## src/rtl/title_loader.sv

```systemverilog
// Parses framed title-update packets from a byte stream into shadow registers and
// applies pending titles to the live outputs on the frame pulse.
module title_loader #(
    parameter int          NTITLE  = 3,
    parameter int          NCHAR   = 8,
    parameter logic [7:0]  SOF     = 8'h02,
    parameter int          TIMEOUT = 750000
) (
    input  logic                                clk_pix,
    input  logic                                rst_pix,
    input  logic                                rx_valid,
    input  logic [7:0]                          rx_data,
    input  logic                                frame,
    output logic [NTITLE-1:0][8*NCHAR-1:0]      titles,
    output logic                                upd_ok,
    output logic                                upd_err,
    output logic                                busy
);

    localparam int CW = $clog2(NCHAR + 1);
    localparam int GW = $clog2(TIMEOUT + 1);
    localparam logic [8*NCHAR-1:0] SPACES = {NCHAR{8'h20}};

    typedef enum logic [1:0] {IDLE, INDEX, CHARS, CHECK} state_t;

    state_t                          state_q, state_d;
    logic [CW-1:0]                   cnt_q;
    logic [GW-1:0]                   gap_q;
    logic [7:0]                      idx_q, chk_q;
    logic [NCHAR-1:0][7:0]           cbuf_q;
    logic [NTITLE-1:0][8*NCHAR-1:0]  shadow_q;
    logic [NTITLE-1:0]               pend_q;
    logic                            timeout, commit, reject;

    // Stored characters are folded to the displayable upper-case range.
    function automatic logic [7:0] sanitise(input logic [7:0] c);
        if (c >= 8'h20 && c <= 8'h5F)      return c;
        else if (c >= 8'h61 && c <= 8'h7A) return c - 8'h20;
        else                               return 8'h3F;
    endfunction

    assign busy    = (state_q != IDLE);
    assign timeout = busy && (gap_q == GW'(TIMEOUT));

    always_comb begin
        state_d = state_q;
        commit  = 1'b0;
        reject  = 1'b0;
        if (timeout) begin
            state_d = IDLE;
            reject  = 1'b1;
        end else if (rx_valid) begin
            case (state_q)
                IDLE:  if (rx_data == SOF) state_d = INDEX;
                INDEX: state_d = CHARS;
                CHARS: if (cnt_q == CW'(NCHAR - 1)) state_d = CHECK;
                CHECK: begin
                    state_d = IDLE;
                    if (rx_data == chk_q && idx_q < 8'(NTITLE)) commit = 1'b1;
                    else                                        reject = 1'b1;
                end
                default: state_d = IDLE;
            endcase
        end
    end

    always_ff @(posedge clk_pix) begin
        if (rst_pix) begin
            state_q  <= IDLE;
            cnt_q    <= '0;
            gap_q    <= '0;
            idx_q    <= '0;
            chk_q    <= '0;
            cbuf_q   <= SPACES;
            shadow_q <= {NTITLE{SPACES}};
            pend_q   <= '0;
            titles   <= {NTITLE{SPACES}};
            upd_ok   <= 1'b0;
            upd_err  <= 1'b0;
        end else begin
            state_q <= state_d;
            upd_ok  <= commit;
            upd_err <= reject;

            // Saturating inter-byte gap counter, only meaningful inside a packet.
            if (state_d == IDLE || rx_valid) gap_q <= '0;
            else if (gap_q != GW'(TIMEOUT))  gap_q <= gap_q + 1'b1;

            if (rx_valid && !timeout) begin
                case (state_q)
                    INDEX: begin
                        idx_q <= rx_data;
                        chk_q <= rx_data;
                        cnt_q <= '0;
                    end
                    CHARS: begin
                        chk_q <= chk_q ^ rx_data;
                        cnt_q <= cnt_q + 1'b1;
                        for (int i = 0; i < NCHAR; i++)
                            if (cnt_q == CW'(i)) cbuf_q[i] <= sanitise(rx_data);
                    end
                    default: ;
                endcase
            end

            // Frame copies the pre-commit shadow; a same-cycle commit re-arms pend.
            for (int k = 0; k < NTITLE; k++) begin
                if (frame && pend_q[k]) begin
                    titles[k] <= shadow_q[k];
                    pend_q[k] <= 1'b0;
                end
                if (commit && idx_q == 8'(k)) begin
                    shadow_q[k] <= cbuf_q;
                    pend_q[k]   <= 1'b1;
                end
            end
        end
    end

endmodule
```

## config.mk

```make
export PLATFORM = sky130hd
export DESIGN_NAME = title_loader
export DESIGN_NICKNAME = d
export VERILOG_FILES = /design/src/rtl/title_loader.sv
export SDC_FILE = /design/constraint.sdc
export NUM_CORES = 1
export LEC_CHECK = 0
export CORE_MARGIN = 5
export CORE_UTILIZATION = 55
export CTS_BUF_LIST = sky130_fd_sc_hd__clkbuf_8
export DETAILED_ROUTE_END_ITERATION = 12
export PLACE_DENSITY = 0.78
export SETUP_SLACK_MARGIN = 0.15
export SLEW_MARGIN = 10
export SYNTH_ARGS = -nofsm -noshare
export SYNTH_HDL_FRONTEND = slang
export SYNTH_SLANG_ARGS = --single-unit
```

## constraint.sdc

```tcl
create_clock -name clk_pix -period 3.2 [get_ports clk_pix]
set_clock_uncertainty 0.15 [all_clocks]
set_input_delay 0.64 -clock clk_pix [delete_from_list [all_inputs] [get_ports clk_pix]]
set_output_delay 0.64 -clock clk_pix [all_outputs]
set_load 0.05 [all_outputs]
```

== Word level (Yosys, flattened, before mapping) ==
Index checks and enable logic that the tools add are counted.

* Register bits: 495
* Latch bits: 0
* Memory bits (writable): 0
* Memory bits (read-only): 0
* Bits of input ports: 12
* Output and inout bits: 195
* Memories: 0

* Add/subtract/negate cells: 3
* Multipliers: 0
* Div/mod/pow operators: 0
* $lt $le $gt $ge: 5
* Equality and inequality tests: 16
* Shift-type cells: 0
* Mux-type cells: 23
* Bitwise gates (word level): 1
* Reduce and logical (&&, ||, !) cells: 33

{| class="wikitable"
|+ Operator list
! operator !! number
|-
| $reduce_and A3 Y1 || 8
|-
| $add A20 B1 Y20 const B || 1
|-
| $eq A20 B20 Y1 const B || 1
|-
| $ne A20 B20 Y1 const B || 1
|-
| $eq A4 B3 Y1 const B || 4
|-
| $eq A8 B2 Y1 const B || 2
|-
| $le A8 B7 Y1 const B || 2
|-
| $mux W8 || 2
|-
| $pmux W8 S2 || 1
|-
| $mux W1 || 14
|-
| $logic_and A1 B1 Y1 || 11
|-
| $reduce_bool A2 Y1 || 5
|-
| $eq A4 B2 Y1 const B || 2
|-
| $eq A8 B1 Y1 const B || 1
|-
| $eq A8 B8 Y1 || 1
|-
| $ge A8 B6 Y1 const B || 1
|-
| $ge A8 B7 Y1 const B || 1
|-
| $logic_not A8 Y1 || 1
|-
| $lt A8 B2 Y1 const B || 1
|-
| $mux W2 || 4
|-
| $pmux W2 S4 || 1
|-
| $pmux W4 S2 || 1
|-
| $sub A8 B6 Y8 const B || 1
|-
| $xor A8 B8 Y8 || 1
|-
| 10 further kinds || 13
|}

== Longest topological paths before layout ==
* Depth in word-level cells: 8
* Depth in mapped cells: 10

== Least setup slack after synthesis ==
No wires, ideal clock.

* Kind: input -> register
* From: input port rx_data[6]
* To: register shadow_q[13] (netlist bit)
* Data arrival time: 2.221 ns
* Slack: 0.757 ns
* Stages: 9
* Path buffers: 4
* Cell sequence: clkbuf_1 > xnor2_1 > nand3_1 > nor4_1 > and4_1 > clkbuf_1 > buf_6 > buf_8 > mux2i_1

* Longest elaborated chain between the ends: 7

{| class="wikitable"
|+ Ends and longest elaborated chain
! item !! RTL line !! text
|-
| from (decl) || 12 || <nowiki>input logic [7:0] rx_data,</nowiki>
|-
| $eq A8 B8 Y1 || 59 || <nowiki>if (rx_data == chk_q && idx_q < 8'(NTITLE)) commit = 1'b1;</nowiki>
|-
| $logic_and A1 B1 Y1 || 59 ||
|-
| $mux W1 || 59 ||
|-
| $mux W1 || 53 || <nowiki>case (state_q)</nowiki>
|-
| $mux W1 || 52 || <nowiki>end else if (rx_valid) begin</nowiki>
|-
| $mux W1 || 49 || <nowiki>if (timeout) begin</nowiki>
|-
| $logic_and A1 B1 Y1 || 112 || <nowiki>if (commit && idx_q == 8'(k)) begin</nowiki>
|-
| to (signal assigned) || 75 || <nowiki>shadow_q <= {NTITLE{SPACES}};</nowiki>
|-
| to (signal, indexed assignment) || 113 || <nowiki>shadow_q[k] <= cbuf_q;</nowiki>
|-
| to (decl) || 31 || <nowiki>logic [NTITLE-1:0][8*NCHAR-1:0] shadow_q;</nowiki>
|}

No other way between the ends.
A chain may end at the register's enable or synchronous reset.

== Final worst setup path ==
* From: register state_q[0]
* To: output port busy

* Longest elaborated chain between the ends: 1

{| class="wikitable"
|+ Ends and longest elaborated chain
! item !! RTL line !! text
|-
| from (decl) || 26 || <nowiki>state_t state_q, state_d;</nowiki>
|-
| from (signal assigned) || 81 || <nowiki>state_q <= state_d;</nowiki>
|-
| $reduce_bool A2 Y1 || 42 || <nowiki>assign busy = (state_q != IDLE);</nowiki>
|-
| to (decl) || 17 || <nowiki>output logic busy</nowiki>
|}

No other way between the ends.

==> metrics.txt <==
CP startpoint kind register; Buffers & Inverters on Critical Path 3; Fill cells approximately 2,800; PwrDens around 520 nW/µm²; Die H 197 µm; Final Hold Fails 0; Peak VDD IR around 0.00035 V; fmax about 350 MHz; worst rel slew slack between 30% and 40%; unrepaired setup endpoints after global routing false; clock root cell clkbuf_8; Synth Area in XOR/XNOR roughly 1.1%; CTS max path bufs 3; CTS Buf Count 80; fin crit share ~88%; diode count 0; largest net degree at the start of global routing between 100 and 150; Synth Area in Compound Gates under 10%; initial antenna violation count 0; final WL between 40,000 and 50,000 µm; IO buf count 206; DP HPWL between 30,000 and 40,000 µm; WS Path Type register to output port; Worst Hold Class register to register; Final Worst Setup Slack approximately 0.37 ns; outcome finished, final reports clean; slowest stage delay, CP 0.56 ns; WHS Path Cells 2; synthesis-stage register bit count 495; fin. max-slew vios 0; Synth cell types between 50 and 60; leading area contributor after synthesis dfxtp_1; pre-CTS setup slack between 0.05 and 0.06 ns; synth warn 0; initial core utilization roughly 56%; First DRT Iteration DRCs roughly 950; DR vias 15,300; fraction of layout cells with a size suffix above 1 approximately 7.8%; main combinational cell family by area after synthesis simple AND/OR/NAND/NOR gates; most frequent cell on the critical path inv_1; CP Cell Sequence inv_1 -> ha_1 -> inv_1 -> dlygate4sd2_1; Post-Syn Instances 2,104; clock sinks between 400 and 500; Post-DP Area ~22,000 µm²; Post-Syn Nets between 2,000 and 2,500; RR Endpoint chk_q[2]; CP Launch Point state_q[0]; Die Footprint slightly below 40,000 µm²; wire length of the first global-routing pass about 78,000 µm; gr ovfl total 0; average size of a mapped cell about 9.1 µm²; synth-to-layout area growth 21.4%; synthesized area approximately 19,000 µm²; clk_lat worst skew 0.60 ns; leading cell type in the layout, fill and taps excluded dfxtp_1; Max FO, Critical Path 5; drt wl/cell between 15 and 20 µm; crit path DAT a little over 2 ns; maxcap violations 0; family with the most delay on the worst path buffers and inverters; TritonCTS clock tree built; Reg clk slew, reported paths about 0.060 ns; DRT antenna net count 0; CTS HTree Levels 3; Die Wd 197 µm; Worst Hold Launch shadow_q[163]; worst hold margin 0.290 ns; R2R cell count 7; Main synth FF type dfxtp_1; Layout Utilization 67.5%; setup_tns 0 ns; design area approximately 23,000 µm²; Tightest Pin Transition 0.958 ns; Core Area about 34,000 µm²; GRT Util Overall 24.3%; Final #Nets between 2,000 and 2,500; worst r2r src gap_q[0]; Final Setup Violations 0; TritonRoute pass-1 iters 5; post-synthesis mux area share a little under an eighth; most frequent cells in the layout 495 x dfxtp_1, 409 x nand2_1, 234 x a21oi_1; Worst Setup End Kind output port; adder-cell share of the synthesized area less than 1%; Final GP Congestion around 0.84; top post-synthesis cells by area dfxtp_1 52%, mux2i_1 11%, nand2_1 8.1%, nand2b_1 7.6%, a21oi_1 6.1%; worst path required time roughly 2.4 ns; Final min period between 2 and 3 ns; Vias per Instance about 5.5; Critical Path Slowest Stage Cell dlygate4sd2_1; vias in the first global route 15,100; sequential share of the synthesized area slightly above 50%; ys async rst share 0%; R2R Setup Slk roughly 0.59 ns; Min-Delay Endpoint titles[163]; share of the synthesized area in the top cell type between 50% and 60%; IO Pins 207; number of flops mapped to enable cells by yosys 0; # DRC 0; Rows slightly below 70; Pleak 8.87 nW; simple-gate share of the synthesized area between 20% and 30%
==> state kept, by name, summed over array words and instances (netlist names) <==
name	cells
pend_q	3
idx_q	8
upd_ok	1
chk_q	8
cnt_q	4
titles	192
state_q	2
gap_q	20
shadow_q	192
cbuf_q	64
upd_err	1
==> kinds of logic (layout without fill, tap and decap cells) <==
| group | after synthesis | in the layout |
|---|---|---|
| simple gates | 895 | 895 |
| flops | 495 | 495 |
| compound gates | 279 | 279 |
| mux | 225 | 225 |
| buf+inv | 172 | 402 |
| xor+xnor | 25 | 25 |
| fa+ha+maj | 13 | 13 |
==> cell usage after synthesis (2+ instances only) <==
library cell and number:
buf_8 5, a21boi_2 2, or3_1 2, dfxtp_1 495, xor2_1 8, mux2_2 8
a211oi_1 2, ha_1 13, or4_1 2, inv_1 18, mux2i_1 217, clkbuf_1 117
buf_2 9, nand3b_1 24, and4_1 6, nand2b_1 233, nand3_1 25, o32ai_1 9
o211ai_1 5, buf_4 10, nor4_1 5, nor2b_1 5, nand2_1 412, buf_1 12
and2_1 3, a21oi_1 234, nor2_1 67, and3_1 13, o21ai_0 13, nand4_1 5
nor3b_1 2, o21ai_1 4, nor3_1 84, a21o_1 2, xnor2_1 17
==> what timing repair did <==
item / 4_1_cts / 5_1_grt
hold buffers: 0 / 0
gates resized for setup: 1 / 0
setup buffers: 0 / 0
setup endpoints to repair: 1 / 0
==> through the flow <==
step           power (mW)  instances
2_1_floorplan        6.46       2104
5_1_grt              12.6       2789
4_1_cts              12.3       2789
3_5_place_dp         6.54       2646
6_report             12.2       2789
3_3_place_gp         6.53       2646
==> power by group <==
group / internal (mW) / switching (mW)
clock: 3.31 / 2.45
sequential: 6.16 / 0.000542
combinational: 0.0920 / 0.151
==> worst max path at each step <==
stage / to / slack (ns) / cells after the start
final: busy / 0.37 / 4
after detailed placement: cbuf_q[57] / 0.05 / 6
after global placement: cbuf_q[49] / 0.16 / 6
after floorplan: shadow_q[13] / 0.76 / 9
after global routing: busy / 0.27 / 4
after CTS: busy / 0.35 / 4
==> worst reg2reg max path: stages, from the launching register on <==
cell and delay [ns]:
dfxtp_1 0.34, inv_1 0.12, ha_1 0.18, nor4b_4 0.27, and3_1 0.44, a21o_1 0.60
mux2_2 0.29, o32ai_1 0.07
==> final cells by class <==
class	count	area [µm²]	share of cell area, %
Inverter	18	67.6	0.290
Sequential cell	495	9910	42.6
Tap cell	455	569	2.45
Clock buffer	111	1530	6.56
Timing Repair Buffer	241	2450	10.5
Clock inverter	32	214	0.919
Multi-Input combinational cell	1437	8530	36.7
==> metal layers <==
layer	vias to the layer above	GRT usage [%]	wire length, µm
li1	7351	-	-
met1	7421	32.2	21900
met2	405	40.7	23300
met3	80	4.53	2600
met4	0	7.34	962
met5	-	0	0
Power figures use the tool's default switching activity.
